`config.mk`:
```
export PLATFORM = sky130hd
export DESIGN_NAME = settings_bus_arbiter
export DESIGN_NICKNAME = d
export VERILOG_FILES = /design/src/rtl/settings_bus_arbiter.sv
export SDC_FILE = /design/constraint.sdc
export NUM_CORES = 1
export LEC_CHECK = 0
export ABC_CLOCK_PERIOD_IN_PS = 1300
export BUFFER_PORTS_ARGS = -buffer_cell sky130_fd_sc_hd__buf_2
export CAP_MARGIN = 20
export CORE_AREA = 2 2 116 118
export DETAILED_ROUTE_END_ITERATION = 8
export DIE_AREA = 0 0 118 120
export HOLD_SLACK_MARGIN = 0.15
export PLACE_DENSITY = 0.69
export SLEW_MARGIN = 5
export SYNTH_ARGS = -nofsm -noshare
export SYNTH_HDL_FRONTEND = slang
export SYNTH_SLANG_ARGS = --single-unit
```
`constraint.sdc`:
```
create_clock -name clk -period 1.3 [get_ports clk]
set_input_delay 0.13 -clock clk [delete_from_list [all_inputs] [get_ports clk]]
set_output_delay 0.13 -clock clk [all_outputs]
set_load 0.05 [all_outputs]
```
`src/rtl/settings_bus_arbiter.sv`:
```
// -----------------------------------------------------------------------------
// settings_bus_arbiter
//
// Lets C_NUM_MASTERS requesters share one settings register page. The page has
// a registered write port (set_*) and a combinational readback port
// (get_addr -> get_data). Only one transaction is in flight at a time. Masters
// are chosen round-robin. Every accepted read or write ends with a one-cycle
// rsp_valid pulse back to the master that issued it.
//
// Transaction timeline (T = accept cycle):
//   T   : IDLE,  req_ready[g] pulses and the request is captured
//   T+1 : ISSUE, set_*/get_addr present the request, set_stb only for writes
//   T+2 : RESP,  rsp_valid[g] pulses and rsp_data holds readback (0 for writes)
//   T+3 : IDLE,  the earliest next accept
//
// Ports:
//   clk, rst    clock; synchronous active-high reset
//   req_valid   per-master request
//   req_write   per-master op: 1 = write, 0 = read
//   req_addr    packed addresses, master i at [i*C_ADDRWIDTH +: C_ADDRWIDTH]
//   req_data    packed write data, master i at [i*C_DATAWIDTH +: C_DATAWIDTH]
//   req_ready   one-hot accept pulse (combinational, only in IDLE)
//   rsp_valid   one-hot completion pulse
//   rsp_data    read data for the completing master (shared by all masters)
//   busy        high while a transaction is in flight
//   set_data    write data to the settings page
//   set_addr    write address to the settings page
//   set_stb     write strobe to the settings page
//   get_addr    readback address to the settings page
//   get_data    combinational readback data from the settings page
// -----------------------------------------------------------------------------
module settings_bus_arbiter #(
  parameter int C_DATAWIDTH   = 32,
  parameter int C_ADDRWIDTH   = 32,
  parameter int C_NUM_MASTERS = 2
) (
  input  logic                                 clk,
  input  logic                                 rst,
  input  logic [C_NUM_MASTERS-1:0]             req_valid,
  input  logic [C_NUM_MASTERS-1:0]             req_write,
  input  logic [C_NUM_MASTERS*C_ADDRWIDTH-1:0] req_addr,
  input  logic [C_NUM_MASTERS*C_DATAWIDTH-1:0] req_data,
  output logic [C_NUM_MASTERS-1:0]             req_ready,
  output logic [C_NUM_MASTERS-1:0]             rsp_valid,
  output logic [C_DATAWIDTH-1:0]               rsp_data,
  output logic                                 busy,
  output logic [C_DATAWIDTH-1:0]               set_data,
  output logic [C_ADDRWIDTH-1:0]               set_addr,
  output logic                                 set_stb,
  output logic [C_ADDRWIDTH-1:0]               get_addr,
  input  logic [C_DATAWIDTH-1:0]               get_data
);

  localparam int unsigned NM = C_NUM_MASTERS;
  localparam int unsigned GW = (C_NUM_MASTERS > 1) ? $clog2(C_NUM_MASTERS) : 1;

  typedef enum logic [1:0] {
    IDLE  = 2'd0,
    ISSUE = 2'd1,
    RESP  = 2'd2
  } state_t;

  // ---------------------------------------------------------------------------
  // State
  // ---------------------------------------------------------------------------
  state_t                   state_q, state_d;
  // Index of the master that won most recently. It is also the owner of the
  // transaction in flight, so no separate grant register is needed.
  logic [GW-1:0]            last_grant_q, last_grant_d;
  logic                     write_q, write_d;
  logic [C_ADDRWIDTH-1:0]   set_addr_q, set_addr_d;
  logic [C_DATAWIDTH-1:0]   set_data_q, set_data_d;
  logic                     set_stb_q, set_stb_d;
  logic [C_ADDRWIDTH-1:0]   get_addr_q, get_addr_d;
  logic [C_NUM_MASTERS-1:0] rsp_valid_q, rsp_valid_d;
  logic [C_DATAWIDTH-1:0]   rsp_data_q, rsp_data_d;

  // ---------------------------------------------------------------------------
  // Round-robin selection
  // ---------------------------------------------------------------------------
  logic          any_req;
  logic [GW-1:0] rr_sel;
  logic          accept;
  int unsigned   rr_idx;
  int unsigned   sel_idx;

  // Walk offsets from the farthest (the last winner itself) down to the
  // nearest (last_grant+1). The last hit is therefore the closest requester
  // after the previous winner, and the previous winner gets the lowest priority.
  always_comb begin
    any_req = 1'b0;
    rr_sel  = '0;
    rr_idx  = 0;
    for (int unsigned off = NM; off >= 1; off--) begin
      rr_idx = 32'(last_grant_q) + off;
      if (rr_idx >= NM) begin
        rr_idx = rr_idx - NM;
      end
      if (req_valid[rr_idx]) begin
        any_req = 1'b1;
        rr_sel  = rr_idx[GW-1:0];
      end
    end
  end

  assign accept  = (state_q == IDLE) && any_req;
  assign sel_idx = 32'(rr_sel);

  // ---------------------------------------------------------------------------
  // Process 1: state register (FSM state plus datapath flops)
  // ---------------------------------------------------------------------------
  always_ff @(posedge clk) begin
    if (rst) begin
      state_q      <= IDLE;
      last_grant_q <= GW'(NM - 1);
      write_q      <= 1'b0;
      set_addr_q   <= '0;
      set_data_q   <= '0;
      set_stb_q    <= 1'b0;
      get_addr_q   <= '0;
      rsp_valid_q  <= '0;
      rsp_data_q   <= '0;
    end else begin
      state_q      <= state_d;
      last_grant_q <= last_grant_d;
      write_q      <= write_d;
      set_addr_q   <= set_addr_d;
      set_data_q   <= set_data_d;
      set_stb_q    <= set_stb_d;
      get_addr_q   <= get_addr_d;
      rsp_valid_q  <= rsp_valid_d;
      rsp_data_q   <= rsp_data_d;
    end
  end

  // ---------------------------------------------------------------------------
  // Process 2: next state
  // ---------------------------------------------------------------------------
  always_comb begin
    state_d      = state_q;
    last_grant_d = last_grant_q;
    unique case (state_q)
      IDLE: begin
        if (any_req) begin
          state_d      = ISSUE;
          last_grant_d = rr_sel;
        end
      end
      ISSUE:   state_d = RESP;
      RESP:    state_d = IDLE;
      default: state_d = IDLE;
    endcase
  end

  // Datapath next values. The bus registers are loaded at the accept edge, so
  // they show the request during ISSUE and hold it until the next accept. The
  // strobe and response are one-cycle pulses that are cleared by default.
  always_comb begin
    write_d     = write_q;
    set_addr_d  = set_addr_q;
    set_data_d  = set_data_q;
    get_addr_d  = get_addr_q;
    set_stb_d   = 1'b0;
    rsp_valid_d = '0;
    rsp_data_d  = rsp_data_q;

    if (accept) begin
      write_d    = req_write[sel_idx];
      set_addr_d = req_addr[sel_idx*C_ADDRWIDTH +: C_ADDRWIDTH];
      set_data_d = req_data[sel_idx*C_DATAWIDTH +: C_DATAWIDTH];
      get_addr_d = req_addr[sel_idx*C_ADDRWIDTH +: C_ADDRWIDTH];
      set_stb_d  = req_write[sel_idx];
    end

    // get_data is valid combinationally during ISSUE, because get_addr_q
    // already points at the captured address.
    if (state_q == ISSUE) begin
      rsp_data_d                = write_q ? '0 : get_data;
      rsp_valid_d[last_grant_q] = 1'b1;
    end
  end

  // ---------------------------------------------------------------------------
  // Process 3: outputs
  // ---------------------------------------------------------------------------
  // The ready pulse is masked during reset. Otherwise a request that is valid
  // while rst is high would appear accepted even though the reset drops it.
  always_comb begin
    req_ready = '0;
    if (accept && !rst) begin
      req_ready[rr_sel] = 1'b1;
    end
    busy = (state_q != IDLE);
  end

  assign set_addr  = set_addr_q;
  assign set_data  = set_data_q;
  assign set_stb   = set_stb_q;
  assign get_addr  = get_addr_q;
  assign rsp_valid = rsp_valid_q;
  assign rsp_data  = rsp_data_q;

endmodule
```
; Word level (Yosys, flattened, before mapping)
; Cells that the tools add are included.
[totals]
regBits = 103
wordCells = 57
[classes]
n_mux = 20
n_addsub = 4
n_lt_le_gt_ge = 9
bitwise_logic = 2
n_shift = 2
eq_ne = 2
reduce_logical = 10
[ops]
columns = op, n
row1 = 64-bit by 7-bit indexed part select with 32-bit output, 2
row2 = 32-bit 2-to-1 mux, 3
row3 = "32-bit by 2-bit < comparator with 1-bit output, second input constant", 2
row4 = 1-bit 2-to-1 mux, 12
row5 = "1-bit by 2-bit < comparator with 1-bit output, second input constant", 3
row6 = 1-bit logical AND, 4
row7 = 2-bit 2-to-1 mux, 2
row8 = 2-bit case mux with 2 select lines, 1
row9 = 2-bit OR reduction, 2
row10 = "3-bit by 2-bit subtractor with 4-bit output, second input constant", 1
row11 = "1-bit by 2-bit adder with 3-bit output, second input constant", 1
row12 = "3-bit by 2-bit greater-or-equal comparator with 1-bit output, second input constant", 1
row13 = "2-bit by 2-bit subtractor with 3-bit output, second input constant", 1
row14 = "1-bit by 1-bit adder with 2-bit output, second input constant", 1
row15 = 1-bit demux with 1-bit select, 2
row16 = "2-bit by 1-bit equality test with 1-bit output, second input constant", 1
row17 = "1-bit greater-or-equal comparator, second input constant", 2
row18 = "2-bit greater-or-equal comparator, second input constant", 1
row19 = 2-bit logical NOT, 1
row20 = "2-bit != test, second input constant", 1
row21 = 1-bit NOT, 2
row22 = 2-bit AND reduction, 1
row23 = 2-bit nonzero test, 1
row24 = 1-bit logical NOT, 1

; Depth between registers and ports, before layout
; Gate-level depths: netlist (run 1).
[depth]
word_depth = 12
depth_mapped = 6
mapped_depth_nobuf = 3

; Least setup slack after synthesis (run 1)
; No wires, ideal clock.
[synth_path]
path_kind = reg2reg
from = reg state_q[1]
to = reg last_grant_q
stages_incl_launch_ff = 6
synth_period_minus_slack_ps = 1929
path_slack_ps = -629
arrival_ps = 1766
n_path_buf = 2
cell_sequence = dfxtp_1 > or3_1 > buf_4 > buf_6 > nor3b_2 > a21oi_1
[synth_via]
elab_chain_cells = 2
[synth_rtl]
columns = element, line
row1 = from (decl), 66  ; state_t state_q, state_d;
row2 = from (signal assigned), 124  ; state_q <= state_d;
row3 = 2-bit logical NOT, 142  ; unique case (state_q)
row4 = 2-bit AND reduction (no line), n/a
row5 = to (signal assigned), 115  ; last_grant_q <= GW'(NM - 1);
row6 = to (signal assigned), 125  ; last_grant_q <= last_grant_d;
row7 = to (decl), 69  ; logic [GW-1:0] last_grant_q, last_grant_d;
; Every way passes these cells.
; A chain may end at the register's enable or synchronous reset.

; Worst setup path after layout (run 1)
[layout_path]
from = reg state_q[0]
to = out req_ready[0]
[layout_via]
elab_chain_cells = 4
[layout_rtl]
columns = element, line
row1 = 2-bit logical NOT, 106  ; assign accept = (state_q == IDLE) && any_req;
row2 = 1-bit logical AND, 106
row3 = 1-bit logical AND, 190  ; if (accept && !rst) begin
row4 = 2-bit 2-to-1 mux, 190
row5 = to (decl), 43  ; output logic [C_NUM_MASTERS-1:0] req_ready,
; Every way passes these cells.

==> results of run 1 <==
worst reg2reg max path, delay by kind of cell (launching register included):
| kind | cells | cell delay, ps |
|---|---|---|
| AOI/OAI and AO/OA | 1 | 140 |
| and+or+nand+nor | 2 | 590 |
| DFF | 1 | 330 |
| buffers and inverters | 3 | 470 |
synthesized netlist by cell type:
cell	instances
and2_1	1
buf_4	33
a21o_1	1
nand2_1	66
dfxtp_1	103
nor3b_2	1
a21oi_1	3
buf_2	14
a221o_1	65
nor3_1	66
or3_1	1
buf_6	7
a22o_1	32
nor2b_1	1
or2_1	1
inv_1	3
nor2_2	1
or3b_1	1
and3_1	1
nor2_1	3
clkbuf_1	18
buf_1	2
inv_2	1
per-layer routing:
metal,vias up,global-route usage [%]
li1,2309,-
met1,2361,25.95
met2,250,38.59
met3,29,5.086
met4,0,7.982
met5,-,0
through the flow:
| step | power, mW | util [%] |
|---|---|---|
| floorplan | 5.740 | - |
| global placement | 6.439 | 43.99 |
| detailed placement | 6.452 | 43.99 |
| CTS | 9.495 | 57.37 |
| global route | 10.05 | 60.79 |
| finish | 9.706 | 60.79 |
worst paths after layout:
check / start / end / slack, ps / cells past startpoint
worst min register to register: rsp_data[15]$_SDFFE_PP0N_ / rsp_data[15]$_SDFFE_PP0N_ / 480 / 1
worst max register to register: state_q[0]$_SDFFE_PP0P_ / get_addr[16]$_SDFFE_PP0P_ / -300 / 6
worst max-delay path: state_q[0]$_SDFFE_PP0P_ / req_ready[0] / -300 / 3
worst min-delay path: rst / state_q[0]$_SDFFE_PP0P_ / 130 / 3
state kept, by name (all words and copies together) (netlist names):
name	flops
rsp_valid	2
write_q	1
get_addr	32
set_data	32
state_q	2
set_stb	1
last_grant_q	1
rsp_data	32
logic make-up (layout without fill, tap and decap cells):
kind of cell	count (synthesis)	in the layout	share of synthesized area, %
and+or+nand+nor	143	143	15.62
DFF	103	103	49.68
AOI/OAI and AO/OA	101	101	22.97
buffers and inverters	78	461	11.73
area by class of cell:
cell class / instances / area [µm²]
multi-input combinational: 244 / 2085
sequential: 103 / 2067
clock buffer: 10 / 239.0
clock inverter: 6 / 51.30
fill: 1045 / 5090
inverter: 4 / 15.01
tap: 176 / 220.2
timing repair buffer: 441 / 3213
power groups by stage:
stage                     Sequential (mW)  Clock, mW  Combinational (mW)
after CTS                            3.62       2.68                3.20
after global routing                 3.66       2.82                3.57
final                                3.63       2.65                3.43
after detailed placement             3.68          0                2.77
after floorplan                      4.61          0                1.13
after global placement               3.69          0                2.75
repair_timing:
action | CTS | global route
endpoints found under the hold margin | 99 | 1
gates cloned | 7 | 4
resized for setup | 38 | 82
setup endpoints to repair | 101 | 101
pin swaps | 11 | 24
setup buffers | 6 | 5
==> flow_summary_export.csv, run 1 <==
group,metric,value,unit
outcome,status,"complete, but fails checks",
outcome,violations,"negative setup slack",
floorplanning,die_w,118,µm
critical_path,critPathBufInv,1,
global_routing,track_usage,21.89,%
routing,dr.pass1.iters,4,
floorplanning,io_pins,300,
clocking,cts.sinks,103,
power_and_ir_drop,power.switching,3.686,mW
critical_path,crit_path_max_incr_delay,390,ps
synthesis,synth_area_leaders,"dfxtp_1 50%, a221o_1 16%, nor3_1 8.0%, a22o_1 6.8%, buf_4 6.0%",
critical_path,critPathMaxFanout,2,
routing,drtIter0Drc,268,
power_and_ir_drop,p_sw_share,37.98,%
layout,stdcell_area,7890,µm²
routing,topRoutingLayerUsed,"met4",
routing,drc,0,
critical_path,crit_type,"flop to output port",
power_and_ir_drop,ir_worst_vdd,0.5672,mV
critical_path,cp.arrival,1470,ps
timing,setup_ws,-299.0,ps
timing,slew_headroom,78.35,%
floorplanning,die-area,14160,µm²
routing,met1_length,7074,µm
placed_design,gp_congestion,0.7688,
timing,setup_viol,101,
routing,wl,17310,µm
synthesis,avgSynthCellArea,9.765,µm²
critical_path,worstSetupStartpointType,"flop",
power_and_ir_drop,p_leak,3.784,nW
floorplanning,num_rows,42,
clocking,hold_buffers,101,
routing,ant_nets,0,
timing,max_freq,0.6254,GHz
synthesis,synth_top_cell_area_share,49.68,%
synthesis,ys_ff_latch,103,
layout,final_cells,984,
critical_path,cp.required,1170,ps
global_routing,grt_max_degree,41,
floorplanning,initial_utilization,31.97,%
power_and_ir_drop,combPwrFrac,35.3,%
clocking,tritoncts,"yes",
synthesis,syn_area,4150,µm²
routing,via_per_inst,5.029,
clocking,cts-htree-levels,3,
synthesis,syn-num-nets,591,
layout,final_common_cell,"buf_2",
placed_design,dpl_cell_area,5709,µm²
layout,final_cell_mix,"296 x buf_2, 101 x dfxtp_1, 101 x dlygate4sd3_1, 66 x nand2_1, 65 x a221o_1",
placed_design,port_buffers,299,
flow_run,drv_cap,0,
synthesis,synth.distinct_cells,23,
placed_design,dp_hpwl,9685,µm
synthesis,yosys_warnings,0,
critical_path,path_cells,"or3_4, nor3b_4, buf_6",
timing,rsz0062_at_grt,"yes",
synthesis,synthCells,425,
critical_path,cp_top_family,"simple AND/OR/NAND/NOR gates",
critical_path,cp_slowest_cell,"or3_4",
timing,drv_slew,0,
power_and_ir_drop,power_density,1230,nW/µm²
timing,whs,132.7,ps
global_routing,grt_pass1_wl,24900,µm
clocking,clk_pin_slew,70,ps
synthesis,synth.largest_area_cell,"dfxtp_1",
clocking,cts_buffers,9,
clocking,clockBufferDepth,2,
layout,antenna_cells,0,
global_routing,grt_pass1_vias,4839,
routing,wl_per_cell,17.59,µm
floorplanning,die_h,120,µm
global_routing,antenna_found_initial,0,
global_routing,gr-total-overflow,0,
layout,layout.nets,969,
timing,finalCritPeriodShare,123.0,%
routing,vias,4949,
timing,hold_viol_final,0,
clocking,clock-root-buffer,"clkbuf_16",
floorplanning,core_area,12980,µm²
hold_path,hold_class,"input pin to flop",
power_and_ir_drop,seq_power_share,37.4,%
timing,finalCriticalPeriod,1599,ps
clocking,clk_latency,350,ps
layout,drive_above_1_share,53.59,%
routing,wl_met3,1056,µm
power_and_ir_drop,power.internal,6.020,mW
power_and_ir_drop,clkPwrFrac,27.3,%
synthesis,yosysSeqAreaShare,49.68,%
layout,synthToLayoutAreaGrowth,90.11,%
critical_path,cp-end-kind,"output port",
routing,wl_met2,8799,µm
timing,worst_slew_pin_slew,324.8,ps
timing,fin_skew,8.579,ps
timing,fin_setup_tns,-20420,ps
placed_design,pre_cts_ws,-97.95,ps
placed_design,placedCellCount,848,
No activity file was read; power rests on OpenSTA's default activity.
==> run 2, diff against run 1 <==
==> constraint.sdc (replaced) <==
create_clock -name clk -period 1.3 [get_ports clk]
set_input_delay 0.065 -clock clk [delete_from_list [all_inputs] [get_ports clk]]
set_output_delay 0.065 -clock clk [all_outputs]
set_load 0.05 [all_outputs]
==> run 2 against run 1 <==
The flow still finishes with violations (negative setup slack). Clock skew is 3.6 ps higher. Hold slack worse by 56 ps. Maximum frequency is 4.1% higher. Critical path type unchanged. Critical endpoint unchanged.
==> flow_summary_export.csv, run 2 (synthesis results as in run 1) <==
group,metric,value,unit
outcome,status,"complete, but fails checks",
outcome,violations,"negative setup slack",
timing,rsz0062_at_grt,"yes",
timing,setup_ws,-235.5,ps
floorplanning,die-area,14160,µm²
timing,fin_skew,12.20,ps
timing,finalCriticalPeriod,1536,ps
floorplanning,io_pins,300,
layout,final_cell_mix,"296 x buf_2, 162 x dlygate4sd3_1, 101 x dfxtp_1, 66 x nand2_1, 65 x a221o_1",
clocking,clk_pin_slew,70,ps
placed_design,gp_congestion,0.7694,
timing,slew_headroom,76.03,%
global_routing,gr-total-overflow,0,
clocking,clk_latency,350,ps
layout,final_cells,1038,
timing,finalCritPeriodShare,118.1,%
routing,drtIter0Drc,452,
routing,vias,5389,
routing,ant_nets,0,
global_routing,track_usage,24.41,%
critical_path,crit_type,"flop to output port",
clocking,cts-htree-levels,3,
critical_path,cp.arrival,1470,ps
power_and_ir_drop,totalPowerFinal,9.975,mW
power_and_ir_drop,ir_worst_vdd,0.8370,mV
clocking,clockBufferDepth,2,
critical_path,worstSetupStartpointType,"flop",
layout,synthToLayoutAreaGrowth,99.16,%
layout,antenna_cells,0,
floorplanning,core_area,12980,µm²
global_routing,grt_pass1_vias,5382,
timing,max_freq,0.6512,GHz
clocking,hold_buffers,162,
placed_design,dp_hpwl,9576,µm
clocking,clock-root-buffer,"clkbuf_16",
layout,layout.nets,1023,
critical_path,cp-end-kind,"output port",
timing,drv_slew,0,
routing,dr.pass1.iters,5,
floorplanning,initial_utilization,31.97,%
routing,drc,0,
placed_design,pre_cts_ws,-87.43,ps
global_routing,antenna_found_initial,0,
clocking,tritoncts,"yes",
timing,worst_slew_pin_slew,359.6,ps
global_routing,grt_pass1_wl,27510,µm
critical_path,cp.required,1240,ps
routing,via_per_inst,5.192,
power_and_ir_drop,power_density,1207,nW/µm²
layout,drive_above_1_share,48.03,%
timing,setup_viol,100,
placed_design,port_buffers,299,
timing,hold_viol_final,0,
floorplanning,die_w,118,µm
power_and_ir_drop,p_leak,3.975,nW
routing,wl_per_cell,18.08,µm
floorplanning,die_h,120,µm
hold_path,hold_class,"input pin to flop",
placed_design,placedCellCount,847,
routing,wl,18770,µm
floorplanning,num_rows,42,
global_routing,grt_max_degree,40,
clocking,cts.sinks,103,
flow_run,drv_cap,0,
layout,final_common_cell,"buf_2",
clocking,cts_buffers,9,
critical_path,critPathMaxFanout,2,
## run 2: cell types whose count changed in the layout (fill, tap and decap cells not counted), moves of 2 or more
| cell | delta |
|---|---|
| nor3_1 | +12 |
| buf_6 | -2 |
| nor3_4 | -8 |
| buf_12 | -4 |
| dlygate4sd3_1 | +61 |
| inv_8 | +2 |
| nor3_2 | -4 |
## run 2: final cells by class
cell class                 count  area (µm²)
clock inverter                 7       87.58
sequential                   103        2064
tap                          176       220.2
inverter                       4       15.01
clock buffer                   9       225.2
fill                         951        4715
timing repair buffer         495        3676
multi-input combinational    244        1977
## run 2: worst max-delay path, stage by stage, from the launching register on
cell and delay [ps]:
dfxtp_2 320, or3_4 410, nor3b_4 210, buf_6 190
## run 2: metrics by stage
step	TNS, ps	instance area, µm²	hold slack (ps)	util [%]
floorplan	-5019	4183	175.4	-
global placement	-1242	5727	273.9	44.12
detailed placement	-3237	5727	276.9	44.12
CTS	-16500	8055	49.43	62.06
global route	-21190	8265	72.09	63.68
finish	-17090	8265	76.36	63.68
## run 2: power by group
group          total (mW)  switching [mW]  internal (mW)
registers            3.63           0.191           3.44
clock network        2.85            1.31           1.54
logic                3.49            2.24           1.26
## run 2: routing by layer
layer	GRT usage [%]	wire [µm]	vias up
li1	-	-	2427
met1	27.33	7176	2528
met2	43.42	9414	365
met3	5.086	1431	69
met4	13.18	748	0
met5	0	0	-
## run 2: path summary, 6_finish.rpt
path	slack (ps)	depth (start not counted)	endpoint	startpoint
setup / recovery	-240	3	req_ready[0]	state_q[0]$_SDFFE_PP0P_
hold / removal	80	3	state_q[0]$_SDFFE_PP0P_	rst
setup reg to reg	-230	5	get_addr[20]$_SDFFE_PP0P_	state_q[0]$_SDFFE_PP0P_
hold reg to reg	480	1	rsp_data[30]$_SDFFE_PP0N_	rsp_data[30]$_SDFFE_PP0N_
## run 2: what timing repair did
action                     CTS  global route
hold endpoints to repair    99             1
setup buffers                6             0
pin swaps                    4             3
gates cloned                 3             4
resized for setup           58            27
setup endpoints to repair  101           101
==> run 3, diff against run 2 <==
--- a/config.mk
+++ b/config.mk
@@ -5,14 +5,14 @@
 export SDC_FILE = /design/constraint.sdc
 export NUM_CORES = 1
 export LEC_CHECK = 0
-export ABC_CLOCK_PERIOD_IN_PS = 1300
+export ABC_CLOCK_PERIOD_IN_PS = 1900
 export BUFFER_PORTS_ARGS = -buffer_cell sky130_fd_sc_hd__buf_2
 export CAP_MARGIN = 20
 export CORE_AREA = 2 2 116 118
 export DETAILED_ROUTE_END_ITERATION = 8
 export DIE_AREA = 0 0 118 120
 export HOLD_SLACK_MARGIN = 0.15
-export PLACE_DENSITY = 0.69
+export PLACE_DENSITY = 0.67
 export SLEW_MARGIN = 5
 export SYNTH_ARGS = -nofsm -noshare
 export SYNTH_HDL_FRONTEND = slang
==> constraint.sdc (replaced) <==
create_clock -name clk -period 1.9 [get_ports clk]
set_input_delay 0.095 -clock clk [delete_from_list [all_inputs] [get_ports clk]]
set_output_delay 0.095 -clock clk [all_outputs]
set_load 0.05 [all_outputs]
==> run 3 against run 2 <==
Cell area is 12% lower. Largest power group unchanged. Non-clock buffer count shrank 47. Clock power is 35% lower. Routed wire length down 14%. The flow now finishes without violations. Flip-flop and latch count unchanged. Sequential share of layout area increased by 3.5 points. Die area unchanged.
==> flow_summary_export.csv, run 3 (synthesis results as in run 1) <==
group,metric,value,unit
timing,worst_slew_pin_slew,404.1,ps
global_routing,grt_max_degree,40,
clocking,cts.sinks,103,
floorplanning,initial_utilization,31.97,%
layout,final_cell_mix,"297 x buf_2, 137 x dlygate4sd3_1, 103 x dfxtp_1, 66 x nand2_1",
floorplanning,die_w,118,µm
timing,slew_headroom,73.06,%
placed_design,placedCellCount,838,
layout,synthToLayoutAreaGrowth,74.34,%
floorplanning,io_pins,300,
critical_path,worstSetupStartpointType,"flop",
layout,stdcell_area,7236,µm²
placed_design,gp_congestion,0.8280,
timing,setup_viol,0,
clocking,cts_buffers,9,
timing,finalCritPeriodShare,96.75,%
routing,wl_per_cell,16.31,µm
critical_path,critPathMaxFanout,31,
routing,via_per_inst,4.964,
power_and_ir_drop,ir_worst_vdd,0.4779,mV
power_and_ir_drop,totalPowerFinal,6.418,mW
routing,ant_nets,0,
floorplanning,num_rows,42,
routing,met1_length,6147,µm
layout,drive_above_1_share,41.23,%
global_routing,antenna_found_initial,0,
timing,fin_skew,4.849,ps
timing,fin_setup_tns,0,ps
placed_design,dp_hpwl,10100,µm
clocking,tritoncts,"yes",
routing,wl_met2,8452,µm
timing,rsz0062_at_grt,"no",
floorplanning,core_area,12980,µm²
layout,antenna_cells,0,
floorplanning,die_h,120,µm
routing,vias,4919,
clocking,postCtsSetupBuffers,0,
critical_path,crit_type,"flop to output port",
global_routing,track_usage,21.65,%
timing,finalCriticalPeriod,1838,ps
clocking,clk_pin_slew,70,ps
routing,drc,0,
hold_path,hold_class,"input pin to flop",
power_and_ir_drop,p_leak,3.599,nW
routing,topRoutingLayerUsed,"met4",
clocking,clock-root-buffer,"clkbuf_16",
power_and_ir_drop,power_density,887.1,nW/µm²
routing,drtIter0Drc,336,
routing,wl_met3,1089,µm
placed_design,port_buffers,299,
timing,drv_slew,0,
outcome,status,"complete, no violations",
layout,layout.nets,976,
global_routing,grt_pass1_wl,24500,µm
layout,final_common_cell,"buf_2",
routing,wl,16160,µm
timing,hold_viol_final,0,
layout,final_cells,991,
clocking,clk_latency,350,ps
critical_path,cp-end-kind,"output port",
timing,max_freq,0.5440,GHz
global_routing,grt_pass1_vias,4909,
clocking,cts-htree-levels,3,
global_routing,gr-total-overflow,0,
placed_design,dpl_cell_area,5542,µm²
clocking,clockBufferDepth,2,
critical_path,cp.arrival,1740,ps
floorplanning,die-area,14160,µm²
routing,dr.pass1.iters,6,
flow_run,drv_cap,0,
layout,post-route-util,55.75,%
critical_path,cp.required,1800,ps
==> run 3: worst max-delay path: stages (launching register included) <==
cell and delay [ps]:
dfxtp_1 340, nor3_1 240, and3_2 260, buf_6 250, clkbuf_4 290
==> run 3: stage by stage <==
step           hold slack [ps]  setup slack [ps]
2_1_floorplan            205.4             165.7
3_3_place_gp             305.0             294.1
3_5_place_dp             309.6             229.9
4_1_cts                  150.7             12.86
5_1_grt                  189.9            0.5832
6_report                 165.0             61.66
==> run 3: final cells by class <==
type | instances | area [µm²]
clock buffer | 9 | 225.2
clock inverter | 7 | 72.57
fill | 1118 | 5744
inverter | 4 | 15.01
multi-input combinational | 244 | 1642
sequential | 103 | 2062
tap | 176 | 220.2
timing repair buffer | 448 | 2999
==> run 3: per-layer routing <==
metal  vias to the layer above  track usage, %
li1                       2319               -
met1                      2303           23.75
met2                       254           39.39
met3                        43           4.895
met4                         0           10.47
met5                         -               0
==> run 3: worst paths after layout <==
check / startpoint / endpoint / slack [ps] / depth (start not counted)
worst min-delay path: req_data[17] / set_data[17]$_SDFFE_PP0P_ / 160 / 4
worst min register to register: rsp_data[24]$_SDFFE_PP0N_ / rsp_data[24]$_SDFFE_PP0N_ / 480 / 1
worst max-delay path: state_q[1]$_SDFFE_PP0P_ / req_ready[1] / 60 / 4
worst max register to register: state_q[1]$_SDFFE_PP0P_ / set_stb$_SDFF_PP0_ / 70 / 5
==> run 3: power by group <==
part	total [mW]	switching [mW]	internal, mW	leakage (nW)
combinational	2.09	1.40	0.690	2.61
clock	1.84	0.821	1.02	0.142
sequential	2.49	0.132	2.35	0.846
total	6.42	2.35	4.07	3.60
==> run 3: repair_timing <==
action	CTS	global route
hold buffers	137	0
resized for setup	2	5
hold endpoints to repair	99	0
endpoints found under the setup margin	1	2
